==> src/rtl/quad_step_decoder_if.sv <==
// Encoder pins, load bus and decoded step/position outputs of the quadrature decoder.
interface quad_step_decoder_if #(parameter int LEN = 8);
  logic           enc_a;
  logic           enc_b;
  logic           load;
  logic [LEN-1:0] data;
  logic           step;
  logic           dir;
  logic           err;
  logic [LEN-1:0] count;

  modport master (output enc_a, enc_b, load, data, input step, dir, err, count);
  modport slave  (input enc_a, enc_b, load, data, output step, dir, err, count);
endinterface

==> src/rtl/quad_step_decoder.sv <==
// x4 quadrature decoder: per-channel sync + glitch filter, Gray-code step decode,
// and a loadable wrapping position counter.
module qsd_filter #(
  parameter int FILTER = 4
) (
  input  logic clk,
  input  logic rst_n,
  input  logic prime_i,
  input  logic raw_i,
  output logic sync_o,
  output logic filt_o
);
  localparam int CW = (FILTER > 1) ? $clog2(FILTER) : 1;
  localparam logic [CW-1:0] CNT_MAX = CW'(FILTER - 1);

  logic          sync1_q, sync2_q, filt_q;
  logic [CW-1:0] cnt_q;

  always_ff @(posedge clk or negedge rst_n) begin
    if (!rst_n) begin
      sync1_q <= 1'b0;
      sync2_q <= 1'b0;
      filt_q  <= 1'b0;
      cnt_q   <= '0;
    end else begin
      sync1_q <= raw_i;
      sync2_q <= sync1_q;
      if (prime_i) begin
        filt_q <= sync2_q;
        cnt_q  <= '0;
      end else if (sync2_q != filt_q) begin
        // new level must persist FILTER sampled cycles before acceptance
        if (cnt_q == CNT_MAX) begin
          filt_q <= sync2_q;
          cnt_q  <= '0;
        end else begin
          cnt_q <= cnt_q + CW'(1);
        end
      end else begin
        cnt_q <= '0;
      end
    end
  end

  assign sync_o = sync2_q;
  assign filt_o = filt_q;
endmodule

module quad_step_decoder #(
  parameter int LEN    = 8,
  parameter int FILTER = 4
) (
  input  logic                 clk,
  input  logic                 rst_n,
  quad_step_decoder_if.slave   bus
);
  localparam int PRIME_N = FILTER + 2;
  localparam int PW      = $clog2(PRIME_N + 1);

  logic [PW-1:0]  prime_q;
  logic           priming;
  logic [1:0]     raw, sync, filt;
  logic [1:0]     ab_q, ab_prev_q, diff;
  logic           step_d, err_d, up_d;
  logic           step_q, err_q, dir_q;
  logic [LEN-1:0] count_q, count_d;

  assign raw     = {bus.enc_a, bus.enc_b};
  assign priming = (prime_q != PW'(PRIME_N));

  generate
    for (genvar ch = 0; ch < 2; ch++) begin : g_ch
      qsd_filter #(.FILTER(FILTER)) u_filt (
        .clk    (clk),
        .rst_n  (rst_n),
        .prime_i(priming),
        .raw_i  (raw[ch]),
        .sync_o (sync[ch]),
        .filt_o (filt[ch])
      );
    end
  endgenerate

  // {A,B} up order 00->10->11->01: moving up iff new A differs from old B
  always_comb begin
    diff    = ab_q ^ ab_prev_q;
    step_d  = !priming && ((diff == 2'b01) || (diff == 2'b10));
    err_d   = !priming && (diff == 2'b11);
    up_d    = ab_q[1] ^ ab_prev_q[0];
    count_d = count_q;
    if (bus.load)    count_d = bus.data;
    else if (step_d) count_d = up_d ? count_q + LEN'(1) : count_q - LEN'(1);
  end

  always_ff @(posedge clk or negedge rst_n) begin
    if (!rst_n) begin
      prime_q   <= '0;
      ab_q      <= '0;
      ab_prev_q <= '0;
      step_q    <= 1'b0;
      err_q     <= 1'b0;
      dir_q     <= 1'b0;
      count_q   <= '0;
    end else begin
      if (priming) begin
        // track the resting pin state so release never looks like a transition
        prime_q   <= prime_q + PW'(1);
        ab_q      <= sync;
        ab_prev_q <= sync;
      end else begin
        ab_q      <= filt;
        ab_prev_q <= ab_q;
      end
      step_q  <= step_d;
      err_q   <= err_d;
      if (step_d) dir_q <= up_d;
      count_q <= count_d;
    end
  end

  assign bus.step  = step_q;
  assign bus.err   = err_q;
  assign bus.dir   = dir_q;
  assign bus.count = count_q;
endmodule

==> src/flat_wrapper.sv <==
// flat-port wrapper written by rule: the top's interface ports become plain ports
module quad_step_decoder_flat 
#(
  parameter int LEN    = 8,
  parameter int FILTER = 4
)
  (clk, rst_n, bus_enc_a, bus_enc_b, bus_load, bus_data, bus_step, bus_dir, bus_err, bus_count);
  quad_step_decoder_if #(.LEN(LEN)) bus_i ();
  input  logic clk;
  input  logic rst_n;
  input wire logic [$bits(bus_i.enc_a)-1:0] bus_enc_a;
  input wire logic [$bits(bus_i.enc_b)-1:0] bus_enc_b;
  input wire logic [$bits(bus_i.load)-1:0] bus_load;
  input wire logic [$bits(bus_i.data)-1:0] bus_data;
  output wire logic [$bits(bus_i.step)-1:0] bus_step;
  output wire logic [$bits(bus_i.dir)-1:0] bus_dir;
  output wire logic [$bits(bus_i.err)-1:0] bus_err;
  output wire logic [$bits(bus_i.count)-1:0] bus_count;
  assign bus_i.enc_a = bus_enc_a;
  assign bus_i.enc_b = bus_enc_b;
  assign bus_i.load = bus_load;
  assign bus_i.data = bus_data;
  assign bus_step = bus_i.step;
  assign bus_dir = bus_i.dir;
  assign bus_err = bus_i.err;
  assign bus_count = bus_i.count;
  quad_step_decoder #(.LEN(LEN), .FILTER(FILTER)) u_core (.clk(clk), .rst_n(rst_n), .bus(bus_i));
endmodule
==> config.mk <==
export PLATFORM = sky130hd
export DESIGN_NAME = quad_step_decoder_flat
export DESIGN_NICKNAME = d
export VERILOG_FILES = /design/src/rtl/quad_step_decoder_if.sv /design/src/rtl/quad_step_decoder.sv /design/src/flat_wrapper.sv
export SDC_FILE = /design/constraint.sdc
export NUM_CORES = 1
export LEC_CHECK = 0
export BUFFER_PORTS_ARGS = -buffer_cell sky130_fd_sc_hd__buf_2
export CAP_MARGIN = 5
export CORE_ASPECT_RATIO = 1.1
export CORE_MARGIN = 2
export CORE_UTILIZATION = 40
export CTS_CLUSTER_DIAMETER = 50
export DETAILED_ROUTE_END_ITERATION = 7
export PLACE_DENSITY = 0.71
export SLEW_MARGIN = 20
export SYNTH_ARGS = -nofsm -noshare
export SYNTH_HDL_FRONTEND = slang
export SYNTH_SLANG_ARGS = --single-unit
==> constraint.sdc <==
create_clock -name clk -period 2.81 [get_ports clk]
set_input_delay 0 -clock clk [delete_from_list [all_inputs] [get_ports clk]]
set_output_delay 0 -clock clk [all_outputs]
set_load 0.02 [all_outputs]
==> flow_summary.toml <==
[sta]
fin_ws_ns = 0.647
period_needed_ns = 2.16
finClkSkew_ns = 0.00652
tightest_slew_ns = 0.616
fin_tns_setup_ns = 0
hold_viol_final = 0
max_freq_ghz = 0.462
slew-limit-headroom = 0.586
finalSetupViolCount = 0
finalHoldWorstSlack_ns = 0.0340
rsz0062_at_grt = "false"
slew_violations = 0
period_share = 0.770

[logic_synthesis]
ys_seq_area_frac = 0.505
syn_inst = 136
synth_cell_types = 36
ys_top_cells_by_count = "28 x dfrtp_1, 21 x nand2_1, 12 x nor2_1"
syn_nets = 155
synth_seq_cells = 28
synth-edff-count = 0
syn_area_per_cell_um2 = 10.2
synthTopCellsByArea = "dfrtp_1 50%, nand2_1 5.7%, ha_1 5.4%"
yosysTopAreaCell = "dfrtp_1"
ys_warn_count = 0
yosysMostFrequentCell = "dfrtp_1"
synth_area_um2 = 1390
synth_ff_type = "dfrtp_1"
synth_top_area_share = 0.505
async_flop_share = 1.00

[die]
start_util = 0.417
die_area_um2 = 3960
die_x_um = 60.2
ioPinCount = 24
num_rows = 22
die_h_um = 65.8
core_um2 = 3330

[global_route]
grt_max_degree = 29
antenna_found_initial = 0
grt_pass1_wl_um = 4480
grt-ovfl-total = 0
grt_pass1_vias = 1085
grt_util_all_layers = 0.145

[cts]
clock_latency_ns = 0.34
cts_setup_buffers = 0
ctsResizeCount = 0
cts_buffers = 3
cts_buffer_depth = 2
cts_max_level = 1
cts_sinks = 28
clkTransAtPathRegs_ns = 0.16
clockRootBuffer = "clkbuf_4"
tritoncts = "done"

[power_and_ir_drop]
pwr-share-seq = 0.367
p_int_w = 0.00106
clockPowerShare = 0.140
leakage_nw = 0.769
power.share.switching = 0.443
power.switching_w = 0.000847
peakVddDrop_uv = 537
comb_power_share = 0.492
powerDensity_nw_per_um2 = 1120

[routing]
routedWlPerCell_um = 12.3
first_iter_violations = 79
ant_nets = 0
dr.pass1.iters = 4
num_vias = 1149
route.detailed.drc = 0
viasPerCell = 5.29
routed_wl_um = 2670

[critical_path]
rrSetupSlack_ns = 0.65
ff2ff_path_depth = 7
crit_arrival_ns = 2.45
critical_path_class = "flip-flop to flip-flop"
critical_path.max_fanout = 7
cp_slowest_cell = "or4b_1"
r2r-start = "u_core.ab_q[1]$_DFF_PN0_"
required_ns = 3.10
rr_endpoint = "u_core.bus.count[6]$_DFFE_PN0P_"
crit_path_max_incr_delay_ns = 0.52
start_kind = "flip-flop"
crit_start = "u_core.ab_q[1]$_DFF_PN0_"
critPathCaptureType = "flip-flop"
crit_chain = "xor2_2 > xnor2_1 > ha_1 > nor2_1 > nor4b_1 > or4b_1 > nand3_1"

[place]
dp_worst_setup_slack_ns = 0.681
dpl.hpwl_um = 1810
io_buffer_count = 23
placed_area_um2 = 1540
gp_congestion = 0.850

[finish]
syn_to_final_growth_pct = 22.9
seqCellArea_um2 = 701
fillers = 308
final_util = 0.512
multiInputGateArea_um2 = 656
antenna_cells = 0
drive_above_1_share = 0.195
nets = 189
fin_area_um2 = 1710

[run_status]
status = "finished clean"

[worst_hold_path]
hold_start = "bus_load"
hold_depth = 3
min_to = "u_core.bus.count[1]$_DFFE_PN0P_"
hold_path_class = "input port to flip-flop"

[run]
cap_violations = 0
## cells in the final DEF, fill, tap and decap left out, types with 3 or more instances in the layout
cell type,Yosys,layout
clkbuf_4,0,3
nand2_1,21,21
nand3_1,6,6
xnor2_1,5,5
xor2_1,3,3
inv_1,3,3
dfrtp_1,28,28
nor2_1,12,12
ha_1,6,6
buf_2,1,23
o21ai_0,5,5
dlygate4sd3_1,0,11
nor4_1,5,5
nor3_1,3,3
## sequential cells by signal (all words and copies together) (netlist names)
| register | cells |
|---|---|
| u_core.g_ch.u_filt.sync1_q | 2 |
| u_core.bus.step | 1 |
| u_core.bus.count | 8 |
| u_core.bus.err | 1 |
| u_core.g_ch.u_filt.filt_o | 2 |
| u_core.g_ch.u_filt.cnt_q | 4 |
| u_core.g_ch.u_filt.sync_o | 2 |
| u_core.ab_prev_q | 2 |
| u_core.bus.dir | 1 |
| u_core.prime_q | 3 |
| u_core.ab_q | 2 |
## worst max path at each step
stage	endpoint	slack [ns]	cells after the start
final	u_core.bus.count[6]$_DFFE_PN0P_	0.65	7
after global routing	u_core.bus.count[6]$_DFFE_PN0P_	0.48	7
after CTS	u_core.bus.count[6]$_DFFE_PN0P_	0.65	7
after detailed placement	u_core.bus.count[6]$_DFFE_PN0P_	0.68	7
after global placement	u_core.bus.count[6]$_DFFE_PN0P_	0.81	7
after floorplan	u_core.bus.count[6]$_DFFE_PN0P_	0.85	7
## area by class of cell
type / count / share of cell area
timing repair buffer: 34 / 0.132
clock buffer: 3 / 0.0132
sequential: 28 / 0.411
multi-input combinational: 100 / 0.384
inverter: 3 / 0.00660
clock inverter: 1 / 0.0176
tap: 48 / 0.0352
## power by group through the flow
stage / combinational [W] / sequential [W] / clock (W)
final: 0.000941 / 0.000702 / 0.000268
after global routing: 0.00107 / 0.000723 / 0.000290
after CTS: 0.000950 / 0.000698 / 0.000273
after detailed placement: 0.000927 / 0.000707 / 0
after global placement: 0.000897 / 0.000696 / 0
after floorplan: 0.000647 / 0.000755 / 0
## through the flow
step | std cells | total power (W)
2_1_floorplan | 136 | 0.00140
3_5_place_dp | 202 | 0.00163
6_report | 217 | 0.00191
5_1_grt | 217 | 0.00208
4_1_cts | 217 | 0.00192
3_3_place_gp | 202 | 0.00159
## cells by family after synthesis
family          count (synthesis)  synth area share
xor+xnor                        9            0.0622
flops                          28             0.505
fa+ha+maj                       6            0.0541
simple gates                   67             0.257
buf+inv                         8            0.0225
compound gates                 14            0.0685
mux                             4            0.0307
## routing by layer
| metal | up-vias | GRT usage | wire length (um) |
|---|---|---|---|
| li1 | 547 | - | - |
| met1 | 570 | 0.164 | 1140 |
| met2 | 32 | 0.265 | 1400 |
| met3 | 0 | 0.0431 | 128 |
| met4 | 0 | 0.0278 | 0 |
| met5 | - | 0 | 0 |
## worst max-delay path: cells and delay by family (launching register included)
kind / cells / cell delay (ns)
xor+xnor: 2 / 0.54
flops: 1 / 0.47
fa+ha+maj: 1 / 0.30
simple gates: 4 / 0.81
## what timing repair did
action / CTS / global route
setup endpoints to repair: 0 / 0
hold endpoints to repair: 38 / 0
hold buffers: 11 / 0
No activity file was read; power rests on OpenSTA's default activity.
